$ cat config.mk
export PLATFORM = sky130hd
export DESIGN_NAME = fdiv_mant_iter
export DESIGN_NICKNAME = d
export VERILOG_FILES = /design/src/rtl/fdiv_mant_iter.sv
export SDC_FILE = /design/constraint.sdc
export NUM_CORES = 1
export LEC_CHECK = 0
export CORE_MARGIN = 2
export CORE_UTILIZATION = 44
export CTS_BUF_LIST = sky130_fd_sc_hd__clkbuf_16
export DETAILED_ROUTE_END_ITERATION = 8
export PLACE_DENSITY = 0.68
export RECOVER_POWER = 25
export SETUP_SLACK_MARGIN = 0.2
export SYNTH_ARGS = -nofsm -noshare
export SYNTH_HDL_FRONTEND = slang
export SYNTH_SLANG_ARGS = --single-unit
$ cat constraint.sdc
create_clock -name clk -period 4.8 [get_ports clk]
set_input_delay 0.48 -clock clk [delete_from_list [all_inputs] [get_ports clk]]
set_output_delay 0.48 -clock clk [all_outputs]
set_load 0.01 [all_outputs]
$ cat src/rtl/fdiv_mant_iter.sv
// Radix-2 restoring divider for normalized single-precision mantissas.
// Produces floor(a*2^26/b) over QW cycles, with a sticky bit and divide-by-zero flag.
module fdiv_mant_iter #(
    parameter int QW = 27,
    parameter int MW = 24
) (
    input  logic          clk,
    input  logic          clrn,
    input  logic          start,
    input  logic          cancel,
    input  logic [MW-1:0] a,
    input  logic [MW-1:0] b,
    output logic          busy,
    output logic          stall,
    output logic [4:0]    cnt,
    output logic          done,
    output logic [QW-1:0] q,
    output logic          sticky,
    output logic          dz
);

    typedef enum logic {
        S_IDLE,
        S_ITER
    } state_t;

    localparam logic [4:0] CNT_INIT = 5'(QW);

    state_t        state;
    state_t        state_next;
    logic [MW:0]   r;
    logic [MW-1:0] d;
    logic [MW:0]   r_sub;
    logic [MW:0]   r_next;
    logic          q_bit;
    logic          accept;
    logic          last;

    assign busy   = (state == S_ITER);
    assign stall  = busy;
    assign accept = (state == S_IDLE) && start && !cancel;
    assign last   = (state == S_ITER) && !cancel && (cnt == 5'd1);

    assign r_sub  = r - {1'b0, d};
    assign q_bit  = (r >= {1'b0, d});
    assign r_next = q_bit ? r_sub : r;

    always_ff @(posedge clk or posedge clrn) begin
        if (clrn) begin
            state <= S_IDLE;
        end else begin
            state <= state_next;
        end
    end

    always_comb begin
        state_next = state;
        case (state)
            S_IDLE: if (accept) state_next = S_ITER;
            S_ITER: if (cancel || last) state_next = S_IDLE;
            default: state_next = S_IDLE;
        endcase
    end

    // With a zero divisor the remainder is held rather than shifted, so it
    // still holds the dividend at the end and sticky reports a != 0.
    always_ff @(posedge clk or posedge clrn) begin
        if (clrn) begin
            r      <= '0;
            d      <= '0;
            q      <= '0;
            cnt    <= '0;
            done   <= 1'b0;
            sticky <= 1'b0;
            dz     <= 1'b0;
        end else begin
            done <= 1'b0;
            if (accept) begin
                d      <= b;
                r      <= {1'b0, a};
                dz     <= (b == '0);
                cnt    <= CNT_INIT;
                q      <= '0;
                sticky <= 1'b0;
            end else if (state == S_ITER) begin
                if (cancel) begin
                    cnt <= '0;
                end else begin
                    q   <= {q[QW-2:0], q_bit};
                    cnt <= cnt - 5'd1;
                    if (cnt == 5'd1) begin
                        sticky <= (r_next != '0);
                        done   <= 1'b1;
                    end else if (!dz) begin
                        r <= {r_next[MW-1:0], 1'b0};
                    end
                end
            end
        end
    end

endmodule

==> impl_metrics.env <==
export IMPL_clk_pin_slew_ns=0.07
export IMPL_coreArea_um2=11900
export IMPL_path_max_fanout=31
export IMPL_start_util=0.449
export IMPL_end_kind="flop"
export IMPL_skew_ns=0.0101
export IMPL_yosysUniqueCellTypes=59
export IMPL_critPathKind="primary input to flop"
export IMPL_cp_start_kind="primary input"
export IMPL_yosys_top_cells_area="dfrtp_1 40%, nand2_1 9.8%, ha_1 6.1%"
export IMPL_cp_slowest_cell="clkbuf_1"
export IMPL_grt_pass1_vias=4925
export IMPL_maxSlewViolCount=43
export IMPL_status="finished with violations"
export IMPL_syn_cell_area_um2=5340
export IMPL_ys_seq_area_frac=0.398
export IMPL_post_cts_buffers=0
export IMPL_dieHeight_um=114
export IMPL_hpwl_um=11500
export IMPL_power_share_sequential=0.252
export IMPL_max_slew_margin_rel=-0.221
export IMPL_portBuffers=88
export IMPL_htreeDepth=3
export IMPL_numCtsBuffers=9
export IMPL_drtAntennaViolNets=0
export IMPL_synthFlopType="dfrtp_1"
export IMPL_p_int_uw=2220
export IMPL_yosys_cell_count_top_type="nand2_1"
export IMPL_drive_gt1_frac=0.0423
export IMPL_r2r_slack_ns=1.30
export IMPL_synthCells=660
export IMPL_critPathMaxStageDelay_ns=0.93
export IMPL_synth_common_cells="139 x nand2_1, 85 x dfrtp_1, 60 x o21ai_0, 38 x nor2_1"
export IMPL_insertedDiodeCount=0
export IMPL_async_flop_share=1.00
export IMPL_cts_path_max_buffers=2
export IMPL_yosysTopAreaCellShare=0.398
export IMPL_reg2reg_to="r[8]"
export IMPL_nets=806
export IMPL_synth_warnings=0
export IMPL_fin_crit_ns=3.76
export IMPL_ir_drop_v=0.000379
export IMPL_r2r_start="busy"
export IMPL_clock_sinks=85
export IMPL_min_path_cells=2
export IMPL_root_buffer="clkbuf_16"
export IMPL_row_count=40
export IMPL_max_cap_violations=1
export IMPL_clk_latency_ns=0.35
export IMPL_power_uw=4250
export IMPL_postCtsResizedCells=0
export IMPL_worstMarginPinSlew_ns=1.82
export IMPL_yosysTopAreaCell="dfrtp_1"
export IMPL_ctsHoldBuffers=0
export IMPL_hold_end="q[17]"
export IMPL_vias_per_cell=5.71
export IMPL_gp_congestion=0.983
export IMPL_ys_seq_elements=85
export IMPL_p_sw_uw=2030
export IMPL_fin_crit_sh=0.783
export IMPL_rsz0062_at_grt="no"
export IMPL_wl_per_cell_um=17.3
export IMPL_p_per_area_nw_per_um2=647
export IMPL_drc_errors=0
export IMPL_dieArea_um2=13000
export IMPL_synth_edf_count=0
export IMPL_io_pins=89
export IMPL_p_leak_uw=0.00280
export IMPL_hold_viol_final=0
export IMPL_synth_fp_nets=739
export IMPL_syn_avg_cell_area_um2=8.09
export IMPL_finalSetupTns_ns=0
export IMPL_fin_ws_ns=1.04
export IMPL_arrival_ns=4.00
export IMPL_synthToLayoutAreaGrowth_pct=23.0
export IMPL_clockPowerShare=0.158
export IMPL_finalWirelength_um=15200
export IMPL_fmax_mhz=266
export IMPL_r2r_cells=7
export IMPL_grt_pass1_wl_um=24500
export IMPL_dpl_worst_slack_ns=1.40
export IMPL_die_x_um=114
export IMPL_pwr_share_comb=0.591
export IMPL_antenna_found_initial=0
export IMPL_grt_max_degree=74
export IMPL_cts_tree="yes"
export IMPL_setup_viol=0
export IMPL_worstHoldStart="q[16]"
export IMPL_drt_iter0_drc=387
export IMPL_track_usage=0.239
export IMPL_path_cells="dlygate4sd3_1 > nand2b_1 > clkbuf_1 > o21ai_0 > nand2_1 > buf_4 > a211oi_1 > a21o_1"
export IMPL_hp_class="flop to flop"
export IMPL_vias=5015
export IMPL_gr_total_overflow=0
export IMPL_p_sw_frac=0.477
export IMPL_critPathRequiredTime_ns=5.04
export IMPL_dr_pass1_iters=5
export IMPL_violations="capacitance limit, slew limit"
[metrics by stage]
stage	hold WS, ns	instances	utilization	area [um^2]
detailed placement	0.488	863	0.529	6300
finish	0.501	879	0.552	6570
global route	0.540	879	0.552	6570
floorplan	0.450	660	-	5340
CTS	0.504	879	0.552	6580
global placement	0.474	863	0.529	6300
[layer usage]
layer  global-route usage  share of wire  vias up  routed length, um
met5                    0              0        -                  0
met1                0.292           0.43     2399               6500
met2                0.425           0.51      140               7680
met4               0.0715          0.026        0                400
met3               0.0476          0.041       32                621
li1                     -              -     2444                  -
[power by group through the flow]
stage,clock network [uW],logic (uW),registers [uW]
floorplan,0,1890,1010
global placement,0,2440,1070
detailed placement,0,2470,1080
CTS,682,2490,1070
global route,710,2770,1090
finish,670,2510,1070
[placed cells by master, fill, tap and decap left out, types with 4 or more instances in the layout]
cell type / instances
and3_1: 5
o31ai_1: 4
nor2b_1: 5
dfrtp_1: 85
nand2_1: 139
o21ai_0: 61
inv_1: 35
a21o_1: 9
dlygate4sd3_1: 5
o21ai_1: 34
xnor2_1: 9
nand4_1: 9
a31oi_1: 4
clkdlybuf4s50_1: 83
a21oi_1: 36
o21a_1: 4
nor2_1: 37
o211ai_1: 7
nor3_1: 11
nand3_1: 10
a211oi_1: 10
ha_1: 26
mux2i_1: 9
buf_4: 4
nor4_1: 13
clkbuf_16: 9
nand2b_1: 4
xor2_1: 12
[layout make-up]
class	instances	area (um^2)
clock buffer	9	225
clock inverter	7	56.3
fill	1131	5340
inverter	36	136
multi-input combinational	501	2930
sequential	85	2130
tap	147	184
timing repair buffer	94	918
[registers in the layout (all words and copies together), names as in the netlist]
name / count
q: 27
r: 25
d: 24
cnt: 5
busy: 1
done: 1
dz: 1
sticky: 1
[worst max-delay path: cells and delay by family]
| kind | cells | cell delay [ns] |
|---|---|---|
| AO/OA/AOI/OAI | 3 | 0.58 |
| AND/OR/NAND/NOR | 2 | 0.95 |
| buffers and inverters | 3 | 1.98 |
[cell families after synthesis]
logic type      Yosys count  share of synthesized area
compound gates          196                      0.223
xor+xnor                 21                     0.0344
fa+ha+maj                27                     0.0646
buf+inv                  74                     0.0562
flops                    85                      0.398
mux                       9                     0.0169
simple gates            248                      0.206
[worst max path at each step]
stage           start     end  slack, ns  cells after the start
6_report       cancel    r[8]       1.04                      8
5_1_grt        cancel    r[8]       0.77                      8
4_1_cts         r[12]  sticky       1.42                      9
3_5_place_dp   cancel    r[8]       1.40                      9
3_3_place_gp    r[12]  sticky       1.44                      9
2_1_floorplan    clrn    busy       2.13                      1
Power figures use the tool's default switching activity.
